==> src/rtl/pattern_stream_gen.sv <==
// Streams a frame of 64-bit words carrying a 7-byte pattern at a programmable byte
// offset, with filler bytes elsewhere. Bytes go out MSB-first within each word.
module pattern_stream_gen #(
   parameter int DATA_WIDTH = 64,
   parameter int PAT_BYTES  = 7,
   parameter int LEN_WIDTH  = 8
) (
   input  logic                    clock,
   input  logic                    reset,
   input  logic                    start_i,
   input  logic [DATA_WIDTH-1:0]   pattern_in,
   input  logic [7:0]              fill_in,
   input  logic [LEN_WIDTH+2:0]    offset_in,
   input  logic [LEN_WIDTH-1:0]    num_words_in,
   output logic [DATA_WIDTH-1:0]   data_out,
   output logic                    data_valid_o,
   input  logic                    data_ready_i,
   output logic                    last_o,
   output logic                    busy_o,
   output logic                    done_o,
   output logic                    err_o
);

   localparam int KW = LEN_WIDTH + 4;   // one spare bit so offset+7 cannot wrap

   typedef enum logic [1:0] {IDLE, SEND, DONE} state_t;

   state_t               state;
   logic [55:0]          pattern_q;
   logic [7:0]           fill_q;
   logic [LEN_WIDTH+2:0] offset_q;
   logic [LEN_WIDTH-1:0] num_words_q;
   logic [LEN_WIDTH-1:0] word_idx;
   logic [LEN_WIDTH-1:0] next_idx;
   logic                 start_ok;
   logic                 unused_pat_msb;

   assign unused_pat_msb = ^pattern_in[DATA_WIDTH-1:56];
   assign next_idx       = word_idx + LEN_WIDTH'(1);
   assign start_ok       = (num_words_in != '0) &&
                           ({1'b0, offset_in} + KW'(PAT_BYTES) <= {1'b0, num_words_in, 3'b000});

   // Each lane independently picks pattern byte (k - offset) or the filler byte.
   function automatic logic [63:0] build_word(input logic [LEN_WIDTH-1:0] idx,
                                              input logic [55:0]          pat,
                                              input logic [7:0]           fill,
                                              input logic [LEN_WIDTH+2:0] off);
      logic [KW-1:0] k;
      logic [KW-1:0] rel;
      logic [55:0]   sh;
      build_word = '0;
      for (int l = 0; l < 8; l++) begin
         k   = {1'b0, idx, 3'(l)};
         rel = k - {1'b0, off};
         sh  = pat << {rel[2:0], 3'b000};
         if (k >= {1'b0, off} && rel < KW'(PAT_BYTES))
            build_word[63-8*l -: 8] = sh[55:48];
         else
            build_word[63-8*l -: 8] = fill;
      end
   endfunction

   // NOTE: all state here is sequential, so every assignment is non-blocking to keep
   // reads of old values consistent across the block.
   always_ff @(posedge clock or negedge reset) begin
      if (!reset) begin
         state        <= IDLE;
         pattern_q    <= '0;
         fill_q       <= '0;
         offset_q     <= '0;
         num_words_q  <= '0;
         word_idx     <= '0;
         data_out     <= '0;
         data_valid_o <= 1'b0;
         last_o       <= 1'b0;
         busy_o       <= 1'b0;
         done_o       <= 1'b0;
         err_o        <= 1'b0;
      end else begin
         err_o  <= 1'b0;
         done_o <= 1'b0;
         unique case (state)
            IDLE: begin
               if (start_i && start_ok) begin
                  pattern_q    <= pattern_in[55:0];
                  fill_q       <= fill_in;
                  offset_q     <= offset_in;
                  num_words_q  <= num_words_in;
                  word_idx     <= '0;
                  data_out     <= build_word('0, pattern_in[55:0], fill_in, offset_in);
                  data_valid_o <= 1'b1;
                  last_o       <= (num_words_in == LEN_WIDTH'(1));
                  busy_o       <= 1'b1;
                  state        <= SEND;
               end else if (start_i) begin
                  err_o <= 1'b1;
               end
            end
            SEND: begin
               if (data_ready_i) begin
                  if (last_o) begin
                     data_valid_o <= 1'b0;
                     last_o       <= 1'b0;
                     done_o       <= 1'b1;
                     state        <= DONE;
                  end else begin
                     word_idx <= next_idx;
                     data_out <= build_word(next_idx, pattern_q, fill_q, offset_q);
                     last_o   <= (next_idx == num_words_q - LEN_WIDTH'(1));
                  end
               end
            end
            DONE: begin
               busy_o <= 1'b0;
               state  <= IDLE;
            end
            default: state <= IDLE;
         endcase
      end
   end

endmodule

==> config.mk <==
export PLATFORM = sky130hd
export DESIGN_NAME = pattern_stream_gen
export DESIGN_NICKNAME = d
export VERILOG_FILES = /design/src/rtl/pattern_stream_gen.sv
export SDC_FILE = /design/constraint.sdc
export NUM_CORES = 1
export LEC_CHECK = 0
export BUFFER_PORTS_ARGS = -buffer_cell sky130_fd_sc_hd__buf_2
export CORE_MARGIN = 2
export CORE_UTILIZATION = 61
export DETAILED_ROUTE_END_ITERATION = 10
export PLACE_DENSITY = 0.84
export SLEW_MARGIN = 20
export SYNTH_ARGS = -nofsm -noshare
export SYNTH_HDL_FRONTEND = slang
export SYNTH_SLANG_ARGS = --single-unit
==> constraint.sdc <==
create_clock -name clock -period 5.1 [get_ports clock]
set_input_delay 1.02 -clock clock [delete_from_list [all_inputs] [get_ports clock]]
set_output_delay 1.02 -clock clock [all_outputs]
set_load 0.01 [all_outputs]
## Word-level counts from Yosys, hierarchy flattened

Index checks and enable logic that the tools add are counted.

| word-level totals | value |
|---|---|
| register bits after elaboration | 162 |
| input bits | 95 |
| output and inout port bits | 69 |
| word-level logic and storage cells | 159 |

| cells by class | value |
|---|---|
| $add $sub $neg | 19 |
| magnitude comparators | 33 |
| equal/unequal tests | 8 |
| shift-type cells | 16 |
| multiplexer cells | 43 |
| reductions and logical operators | 28 |

Operators by type and width:

| operator | count |
|---|---|
| 56-bit by 6-bit << shifter with 56-bit output | 16 |
| 12-bit by 3-bit < comparator with 1-bit output, second input constant | 16 |
| 64-bit 2-to-1 mux | 3 |
| 8-bit 2-to-1 mux | 19 |
| 64-bit one-hot mux with 2 select lines | 1 |
| 11-bit by 11-bit subtractor with 12-bit output | 8 |
| 11-bit greater-or-equal comparator | 8 |
| 3-bit by 11-bit subtractor with 12-bit output, first input constant | 4 |
| 3-bit by 11-bit greater-or-equal comparator with 1-bit output, first input constant | 4 |
| 1-bit by 11-bit subtractor with 12-bit output, first input constant | 2 |
| 2-bit by 11-bit subtractor with 12-bit output, first input constant | 2 |
| 1-bit by 11-bit greater-or-equal comparator with 1-bit output, first input constant | 2 |
| 2-bit by 11-bit greater-or-equal comparator with 1-bit output, first input constant | 2 |
| 1-bit logical AND | 18 |
| 8-bit one-hot mux with 2 select lines | 1 |
| 11-bit by 3-bit adder with 12-bit output, second input constant | 1 |
| 12-bit by 11-bit less-or-equal comparator with 1-bit output | 1 |
| 1-bit 2-to-1 mux | 12 |
| 8-bit by 1-bit adder with 8-bit output, second input constant | 1 |
| 8-bit by 1-bit equality test with 1-bit output, second input constant | 1 |
| 8-bit equality test | 1 |
| 2-bit inequality test, second input constant | 4 |
| 4-bit AND reduction | 2 |
| 8-bit nonzero test | 1 |
| other kinds (10) | 17 |

## Longest topological paths before layout

Gate-level depths: netlist of the first run.

| depth | value |
|---|---|
| word-level depth | 8 |
| mapped depth | 20 |
| mapped depth without buffers | 15 |

## Worst setup path after synthesis of the first run

OpenSTA, ideal clock, no wires.

| timing | value |
|---|---|
| path kind | input port to flip-flop |
| from | input offset_in[1] |
| to | register data_out[23] |
| setup time | 0.124 ns |
| arrival | 4.710 ns |
| data required time | 4.976 ns |
| slack | 0.266 ns |
| stages | 20 |
| buffers on the path | 5 |
| cells stage by stage | clkbuf_1 buf_1 inv_1 ha_1 clkbuf_1 inv_1 a21oi_1 nor2_1 nand3_1 xnor2_1 ha_1 nand3_1 nor4_1 a21oi_1 a211o_1 clkbuf_1 clkbuf_1 nand3_1 o221ai_1 a211o_1 |

| between the ends | value |
|---|---|
| cells in the longest elaborated chain, start to end | 6 |
| elaborated cells between the ends (all ways) | 14 |
| those cells by class | add/sub: 2; order compare: 3; eq/ne: 1; shift: 1; mux: 3; reduce/logical: 4 |

RTL lines:

| what | RTL line | source |
|---|---|---|
| from (decl) | 13 | `input logic [LEN_WIDTH+2:0] offset_in,` |
| 3-bit by 11-bit subtractor with 12-bit output / 11-bit by 3-bit adder with 12-bit output (equally long branches) | 54, 41 |  |
| 12-bit by 3-bit < comparator with 1-bit output / 12-bit by 11-bit less-or-equal comparator with 1-bit output (equally long branches) | 56, 41 |  |
| 1-bit logical AND (on tied branches) | 56, 40 |  |
| 8-bit 2-to-1 mux / 1-bit logical AND (equally long branches) | 56, 84 |  |
| 64-bit 2-to-1 mux / 2-bit inequality test (equally long branches) | - |  |
| 64-bit one-hot mux with 2 select lines / 4-bit AND reduction (equally long branches) | - |  |
| to (signal assigned) | 90 | `data_out <= build_word('0, pattern_in[55:0], fill_in, offset_in);` |
| to (signal assigned) | 108 | `data_out <= build_word(next_idx, pattern_q, fill_q, offset_q);` |
| to (decl) | 15 | `output logic [DATA_WIDTH-1:0] data_out,` |

Parallel ways exist; a longest one is shown, timed or not. The select of a mux whose other input is x is not followed.
A chain may end at the register's enable or synchronous reset.

## Worst setup path after layout of the first run

| timing | value |
|---|---|
| from | register word_idx[0] |
| to | register data_out[59] |

| between the ends | value |
|---|---|
| cells in the longest elaborated chain, start to end | 8 |
| elaborated cells between the ends (all ways) | 9 |
| those cells by class | add/sub: 2; order compare: 2; mux: 4; reduce/logical: 1 |

RTL lines:

| what | RTL line | source |
|---|---|---|
| from (decl) | 33 | `logic [LEN_WIDTH-1:0] word_idx;` |
| from (signal assigned) | 107 | `word_idx <= next_idx;` |
| 8-bit by 1-bit adder with 8-bit output * | 39 | `assign next_idx = word_idx + LEN_WIDTH'(1);` |
| 11-bit by 11-bit subtractor with 12-bit output | 54 | `rel = k - {1'b0, off};` |
| 12-bit by 3-bit < comparator with 1-bit output | 56 | `if (k >= {1'b0, off} && rel < KW'(PAT_BYTES))` |
| 1-bit logical AND * | 56 |  |
| 8-bit 2-to-1 mux * | 56 |  |
| 64-bit 2-to-1 mux * | 101 | `if (last_o) begin` |
| 64-bit 2-to-1 mux * | 100 | `if (data_ready_i) begin` |
| 64-bit one-hot mux with 2 select lines * | 82 | `unique case (state)` |

Every way passes the cells marked *; elsewhere a longest branch is shown, timed or not. The select of a mux whose other input is x is not followed.

==> results.ini, run 1 <==
[timing]
slew_headroom_pct=22.8
clock_skew_ns=0.0183
fmax_mhz=219
hold_viol=0
slew_violations=0
fin_crit_ns=4.56
fin_tns_setup_ns=0
setup_viol=0
fin_crit_sh_pct=89.3
tightest_slew_ns=1.15
rsz0062_at_grt=no

[synth]
syn_inst=1800
synth_flop_cell=dfrtp_1
synth-seq-area-share_pct=26.4
ys_ff_latch=162
ys_warn_count=0
avgSynthCellArea_um2=8.53
synth_edf_count=0
syn-cell-area_um2=15400
yosysUniqueCellTypes=83
syn_nets=1946
async_flop_share_pct=100

[route]
detail_route.vias_per_cell=7.16
vias=15900
dr.pass1.iters=6
routed_wl_mm=58.4
wl_per_cell_um=26.3
ant_nets=0
drt_iter0_drc=2551
drc=0

[cts]
clock_tree.buffer_depth=2
post-cts-setup-buffers=0
cts_tree=yes
cts.sinks=162
cts_resized=0
clk_pin_slew_ns=0.07
cts_made_buffers=17
cts-htree-levels=4
clk_latency_ns=0.45
hold_buffers=0
cts_root_buffer=clkbuf_16

[floorplan]
ios=164
die_width_um=163
die_h_um=163
fp.coreArea_um2=25000
die_area_um2=26500
start_util_pct=61.5
row_count=58

[global_routing]
grt-ovfl-total=0
grt_max_degree=87
grt_antenna_before_repair=1
first_global_vias=14300
grt_usage_pct=43.7
grt_pass1_wl_mm=86.9

[run]
max_cap_viol_count=0

[pwr]
power.leakage_nw=7.33
vdd_drop_max_uv=427
power_w=0.0123
p_per_area_nw_per_um2=723

[placement]
portBuffers=155
gp_congestion=1.02
hpwl_mm=42.2

[hold_path]
whs_path_depth=1
min_to=offset_q[8]$_DFFE_PN0P_
holdCritPathClass=register to register
worstHoldStart=offset_q[8]$_DFFE_PN0P_

[cells_and_area]
drive_gt1_share_pct=22.2
layout.nets=2021
area_growth_pct=10.6

[worst_setup_path]
critPathKind=register to register
reg2reg_depth=12
cp-end-kind=register
timing.rr.start=word_idx[0]$_DFFE_PN0P_
r2r_slack_ns=0.54
critPathMaxFanout=16
worstSetupStartpointType=register
r2r_end=data_out[59]$_DFFE_PN0P_
cp.required_ns=5.38
crit_arrival_ns=4.84

[outcome]
outcome=finished clean

## cell families (layout without fill, tap and decap cells)
kind of cell	after synthesis	count (layout)	share of synthesized area, %
DFF	162	162	26.4
buffers and inverters	204	292	5.56
AOI/OAI and AO/OA	567	567	23.4
xor gates and xnor gates	59	59	3.37
adders and majority gates	51	51	4.25
other	0	1	0
and+or+nand+nor	496	496	15.3
muxes	261	261	21.7
## metal layers
layer  up-vias  part of all wire [%]  global-route usage, %
met4         4                   8.3                   29.0
li1       6850                     -                      -
met1      7461                    36                   56.8
met5         -                  0.13                   1.52
met2      1288                    42                   64.0
met3       291                    14                   11.5
## critical path: stages, from the launching register on
cell      delay, ns
dfrtp_1        0.55
ha_1           0.32
nand3_1        0.12
xor2_1         0.19
inv_1          0.11
ha_1           0.65
nand2_1        0.23
o21ai_0        0.38
o21ai_0        0.16
a2111o_1       0.49
or4_1          0.56
nor2_2         0.47
a211oi_1       0.17
## state kept, by name, summed over array words and instances (netlist names)
| signal | flops |
|---|---|
| data_out | 64 |
| pattern_q | 56 |
| offset_q | 11 |
| fill_q | 8 |
| num_words_q | 8 |
| word_idx | 8 |
| state | 2 |
| busy_o | 1 |
| data_valid_o | 1 |
| done_o | 1 |
| err_o | 1 |
| last_o | 1 |
## layout by cell type, fill, tap and decap left out, drive strengths merged, types with 12 or more instances in the layout
master	Yosys	final
mux4	48	48
a211o	27	27
o211ai	16	16
and3	16	16
inv	47	56
nor2	156	156
nand4	15	15
a21oi	117	117
a211oi	37	37
nand2	156	156
xnor2	42	42
a31oi	49	49
mux2i	116	116
mux2	97	97
or4	12	12
o21a	17	17
dfrtp	162	162
ha	49	49
xor2	17	17
buf	44	210
nand3	62	62
a21o	17	17
and2	13	13
o21ai	188	188
clkbuf	110	20
## where the power goes
part	switching (W)	internal [W]	leakage [nW]
registers	0.000700	0.00190	1.97
clock network	0.000658	0.000716	0.293
logic	0.00511	0.00318	5.06
## worst max path at each step
stage / startpoint / to / slack, ns / cells after the start
global route: offset_in[1] / data_out[30]$_DFFE_PN0P_ / 0.36 / 17
CTS: word_idx[0]$_DFFE_PN0P_ / data_out[59]$_DFFE_PN0P_ / 0.69 / 12
global placement: offset_in[1] / data_out[31]$_DFFE_PN0P_ / 0.42 / 16
detailed placement: offset_in[1] / data_out[55]$_DFFE_PN0P_ / 0.41 / 16
finish: word_idx[0]$_DFFE_PN0P_ / data_out[59]$_DFFE_PN0P_ / 0.54 / 12
floorplan: offset_in[1] / data_out[23]$_DFFE_PN0P_ / 0.27 / 20
## cells in the mapped netlist (all sizes together), types with 11 or more instances
master / count / share of area, %
a21o: 17 / 0.83
mux2i: 116 / 7.6
clkbuf: 110 / 2.8
a2111oi: 11 / 0.64
ha: 49 / 4.0
a211oi: 37 / 1.8
a211o: 27 / 1.6
mux2: 97 / 7.1
buf: 44 / 1.5
o211ai: 16 / 0.78
nand2: 156 / 3.8
and2: 13 / 0.53
nor2: 156 / 3.8
xnor2: 42 / 2.4
inv: 47 / 1.1
nand3: 62 / 2.0
xor2: 17 / 0.97
and3: 16 / 0.66
mux4: 48 / 7.0
dfrtp: 162 / 26
a31oi: 49 / 2.0
o21a: 17 / 0.83
o21ai: 188 / 6.1
nor2b: 11 / 0.45
or4: 12 / 0.61
nand4: 15 / 0.61
a21oi: 117 / 3.8
## stage by stage
stage / utilization [%] / worst slack (ns) / instance area (um^2) / hold slack, ns / std cells
detailed placement: 65.6 / 0.414 / 16400 / 0.494 / 2185
global route: 68.0 / 0.363 / 17000 / 0.516 / 2218
finish: 68.0 / 0.543 / 17000 / 0.508 / 2219
floorplan: - / 0.266 / 15400 / 0.450 / 1800
CTS: 68.0 / 0.691 / 17000 / 0.510 / 2217
global placement: 65.6 / 0.422 / 16400 / 0.487 / 2185
## area by class of cell
cell class              count  area, um^2
flip-flops and latches    162        4060
fillers                  2000        7980
well taps                 330         413
inverters                  49         184
repair buffers            211        1230
clock buffers              19         443
multi-input cells        1434       10500
clock inverters            13         159
diodes                      1        2.50
Note: power is estimated with default switching activity, not from simulation.
==> inputs of run 2 (changes only) <==
--- a/config.mk
+++ b/config.mk
@@ -5,11 +5,13 @@
 export SDC_FILE = /design/constraint.sdc
 export NUM_CORES = 1
 export LEC_CHECK = 0
+export ABC_AREA = 1
 export BUFFER_PORTS_ARGS = -buffer_cell sky130_fd_sc_hd__buf_2
+export CORE_ASPECT_RATIO = 2
 export CORE_MARGIN = 2
-export CORE_UTILIZATION = 61
+export CORE_UTILIZATION = 62
 export DETAILED_ROUTE_END_ITERATION = 10
-export PLACE_DENSITY = 0.84
+export PLACE_DENSITY = 0.85
 export SLEW_MARGIN = 20
 export SYNTH_ARGS = -nofsm -noshare
 export SYNTH_HDL_FRONTEND = slang
==> results.ini, run 2 <==
[outcome]
outcome=stopped before the end  ; was finished clean
stop_stage=5_1_grt
firstError=[ERROR GRT-0116] Global routing finished with congestion. Check the congestion regions in the DRC Viewer.

[synth]
yosysMostFrequentCell=nand2_1  ; was o21ai_0
synth-seq-area-share_pct=23.9  ; was 26.4%
yosysTopAreaCell=nand2_1  ; was dfrtp_1
syn-cell-area_um2=17000  ; was 15400 um^2
syn_inst=2885  ; was 1800
synth_edf_count=0  ; unchanged
async_flop_share_pct=100  ; unchanged
syn_nets=3032  ; was 1946
synth_common_cells=nand2_1 (1103), nand3_1 (311), o21ai_0 (291), inv_1 (267), nor2_1 (174)  ; was o21ai_0 (188), dfrtp_1 (162), nand2_1 (156), nor2_1 (155), a21oi_1 (117)
synth_flop_cell=dfrtp_1  ; unchanged
ys_top_cells_by_area=nand2_1 (24%), dfrtp_1 (24%), nand3_1 (9.2%)  ; was dfrtp_1 (26%), mux2i_1 (7.6%), mux2_2 (7.1%)
ys_warn_count=0  ; unchanged
synthDominantCellAreaShare_pct=24.4  ; was 26.4%
yosysUniqueCellTypes=41  ; was 83
avgSynthCellArea_um2=5.89  ; was 8.53 um^2
ys_ff_latch=162  ; unchanged

[global_routing]
grt-ovfl-total=15
grt_max_degree=147
first_global_vias=21100
grt_pass1_wl_mm=126
grt_usage_pct=58.1

[cts]
hold_buffers=0  ; unchanged
clock_tree.buffer_depth=2  ; unchanged
cts_resized=0  ; unchanged
cts-htree-levels=4  ; unchanged
cts.sinks=162  ; unchanged
cts_made_buffers=17  ; unchanged
post-cts-setup-buffers=0  ; unchanged
cts_root_buffer=clkbuf_16  ; unchanged

[floorplan]
row_count=85  ; was 58
die_h_um=238  ; was 163 um
start_util_pct=63.1  ; was 61.5%
ios=164  ; unchanged
die_width_um=121  ; was 163 um

[placement]
dpl_cell_area_um2=17900  ; was 16400 um^2
portBuffers=155  ; unchanged
dp_cells=3276  ; was 2185
hpwl_mm=57.9  ; was 42.2 mm
dp_slack_ns=0.778  ; was 0.414 ns
gp_congestion=1.15  ; was 1.02

## run 2: cell count changes after synthesis, moves of 49 or more
cell / change
nand2_1: +947
nand3_1: +249
a21oi_1: -97
mux2_2: -97
o21ai_0: +103
a31oi_1: -49
mux2i_1: -60
inv_1: +222
## run 2: kinds of logic after synthesis
group	synth area share, %
compound gates	13.0
fa+ha+maj	3.92
mux	3.30
buf+inv	9.93
xor+xnor	1.39
simple gates	44.6
flops	23.9
## run 2: metal layers
metal | overflow | GRT usage [%]
met3 | 0 | 26.0
met5 | 0 | 3.39
met4 | 8 | 59.8
met2 | 7 | 86.4
met1 | 0 | 57.2
## run 2: per-stage QoR
| step | hold WS (ns) | utilization, % |
|---|---|---|
| after CTS | 0.478 | 68.4 |
| after detailed placement | 0.460 | 66.4 |
| after global placement | 0.458 | 66.4 |
| after floorplan | 0.453 | - |
==> inputs of run 3 (changes only) <==
--- a/config.mk
+++ b/config.mk
@@ -7,11 +7,10 @@
 export LEC_CHECK = 0
 export ABC_AREA = 1
 export BUFFER_PORTS_ARGS = -buffer_cell sky130_fd_sc_hd__buf_2
-export CORE_ASPECT_RATIO = 2
 export CORE_MARGIN = 2
-export CORE_UTILIZATION = 62
+export CORE_UTILIZATION = 40
 export DETAILED_ROUTE_END_ITERATION = 10
-export PLACE_DENSITY = 0.85
+export PLACE_DENSITY_LB_ADDON = 0.15
 export SLEW_MARGIN = 20
 export SYNTH_ARGS = -nofsm -noshare
 export SYNTH_HDL_FRONTEND = slang
==> results.ini, run 3 <==
[worst_setup_path]
reg2reg_depth=18
critPathMaxFanout=24
critPathKind=input port to register
crit_arrival_ns=4.53
cp.required_ns=5.50
r2r_end=data_out[23]$_DFFE_PN0P_
cp-endpoint=pattern_q[4]$_DFFE_PN0P_
critical_path.startpoint=offset_in[1]
cp-end-kind=register
worstSetupStartpointType=input port
timing.rr.start=word_idx[0]$_DFFE_PN0P_
r2r_slack_ns=1.04

[timing]
rsz0062_at_grt=no
tightest_slew_ns=0.975
fmax_mhz=243
fin_crit_ns=4.12
fin_ws_ns=0.978
fin_crit_sh_pct=80.8
slew_violations=0
fin_tns_setup_ns=0
clock_skew_ns=0.0117
setup_viol=0
slew_headroom_pct=34.6
hold_viol=0

[route]
dr.pass1.iters=9
vias=19500
routed_wl_mm=71.8
detail_route.vias_per_cell=5.59
wl_per_cell_um=20.6
drt_iter0_drc=2437
ant_nets=0
drc=0

[outcome]
outcome=finished clean  ; was stopped before the end

[global_routing]
grtUsageMet3_pct=5.42
grt_antenna_before_repair=1
grt_max_degree=127
met2_usage_pct=49.4
met1_usage_pct=46.0
gr-max-usage-layer=met2
grt_usage_pct=32.7
first_global_vias=17800
grt_pass1_wl_mm=108
grt-ovfl-total=0

[placement]
hpwl_mm=56.6  ; was 57.9 mm
portBuffers=155  ; unchanged
dp_slack_ns=0.551  ; was 0.778 ns
dpl_cell_area_um2=18100  ; was 17900 um^2
dp_cells=3463  ; was 3276
gp_congestion=0.993  ; was 1.15

[synth]
yosysMostFrequentCell=nand2_1  ; unchanged
syn-cell-area_um2=17000  ; unchanged
async_flop_share_pct=100  ; unchanged
synth_common_cells=nand2_1 (1103), nand3_1 (311), o21ai_0 (291), inv_1 (267), nor2_1 (174)  ; unchanged
syn_inst=2885  ; unchanged
synthDominantCellAreaShare_pct=24.4  ; unchanged
yosysUniqueCellTypes=41  ; unchanged
ys_top_cells_by_area=nand2_1 (24%), dfrtp_1 (24%), nand3_1 (9.2%)  ; unchanged
ys_ff_latch=162  ; unchanged
synth-seq-area-share_pct=23.9  ; unchanged
avgSynthCellArea_um2=5.89  ; unchanged
syn_nets=3032  ; unchanged
yosysTopAreaCell=nand2_1  ; unchanged
ys_warn_count=0  ; unchanged
synth_edf_count=0  ; unchanged
synth_flop_cell=dfrtp_1  ; unchanged

[floorplan]
die_h_um=210  ; was 238 um
die_area_um2=44100
fp.coreArea_um2=41900
die_width_um=210  ; was 121 um
row_count=75  ; was 85
ios=164  ; unchanged
start_util_pct=40.5  ; was 63.1%

[pwr]
power.share.clock_pct=9.6
comb_power_share_pct=73.7
power.leakage_nw=10.3
p_int_w=0.00554
p_per_area_nw_per_um2=732
vdd_drop_max_uv=351
switchingPower_w=0.00812
swShare_pct=59.4
p_seq_share_pct=16.7

[cells_and_area]
layout.nets=3091
regMostFlops=data_out
insertedDiodeCount=0
area_growth_pct=9.93
postLayoutCellArea_um2=18700
drive_gt1_share_pct=10.9
instances_no_fill=3493
layout_commonest_cell=nand2_1
layout_common_cells=nand2_1 (1102), nand3_1 (311), o21ai_0 (291), inv_1 (266), nor2_1 (174)
largest_reg_flops=64
reg_top3=data_out (64), pattern_q (56), offset_q (11)

[cts]
clk_pin_slew_ns=0.07
cts.sinks=162  ; unchanged
cts_tree=yes
clock_tree.buffer_depth=2  ; unchanged
cts-htree-levels=4  ; unchanged
hold_buffers=0  ; unchanged
cts_made_buffers=17  ; unchanged
cts_root_buffer=clkbuf_16  ; unchanged
cts_resized=0  ; unchanged
post-cts-setup-buffers=0  ; unchanged
clk_latency_ns=0.47

[hold_path]
holdCritPathClass=input port to asynchronous set/reset pin

[run]
max_cap_viol_count=0

-- run 3: through the flow --
stage	hold WS (ns)	total power, W	utilization [%]
after floorplan	0.453	0.00924	-
after global routing	0.485	0.0149	44.5
after CTS	0.477	0.0135	44.4
final	0.459	0.0137	44.5
after global placement	0.460	0.0120	43.1
after detailed placement	0.460	0.0121	43.1
-- run 3: how the worst min path moves through the flow --
| stage | to | cells after the start |
|---|---|---|
| global route | err_o$_DFF_PN0_ | 1 |
| detailed placement | data_out[18]$_DFFE_PN0P_ | 2 |
| CTS | data_out[51]$_DFFE_PN0P_ | 2 |
| global placement | data_out[23]$_DFFE_PN0P_ | 2 |
| floorplan | num_words_q[3]$_DFFE_PN0P_ | 2 |
| finish | err_o$_DFF_PN0_ | 1 |
-- run 3: power groups by stage --
stage | Combinational, W | Sequential, W | Clock, W
3_5_place_dp | 0.00984 | 0.00230 | 0
6_report | 0.0101 | 0.00229 | 0.00131
5_1_grt | 0.0112 | 0.00236 | 0.00137
3_3_place_gp | 0.00973 | 0.00228 | 0
2_1_floorplan | 0.00694 | 0.00230 | 0
4_1_cts | 0.00987 | 0.00228 | 0.00133
-- run 3: cell type report --
type,count,area [um^2]
multi-input combinational,2294,11300
fill,4613,23300
timing repair buffer,180,1030
tap,539,674
clock inverter,8,106
clock buffer,21,460
inverter,289,1090
sequential,162,4050
-- run 3: critical path, cell delays in order --
cell and delay, ns:
buf_2 0.09, clkinv_1 0.27, ha_1 0.39, inv_1 0.10
a21o_1 0.17, nand4_1 0.15, nor2_1 0.14, o21ai_0 0.09
o21ai_0 0.09, inv_1 0.06, ha_1 0.28, nand3_1 0.07
nor2_1 0.09, nand3_1 0.07, nand2_1 0.16, nand3_4 0.23
inv_1 0.73, nand2_1 0.20, nand2_1 0.10
-- run 3: per-layer routing --
layer	vias up	wire length, um
met5	-	13
met4	2	3210
met3	156	6720
met2	968	30100
met1	8984	31700
li1	9404	-
-- run 3: cells by family after synthesis --
| family | synth area share (%) |
|---|---|
| mux | 3.30 |
| flops | 23.9 |
| buf+inv | 9.93 |
| xor+xnor | 1.39 |
| simple gates | 44.6 |
| fa+ha+maj | 3.92 |
| compound gates | 13.0 |
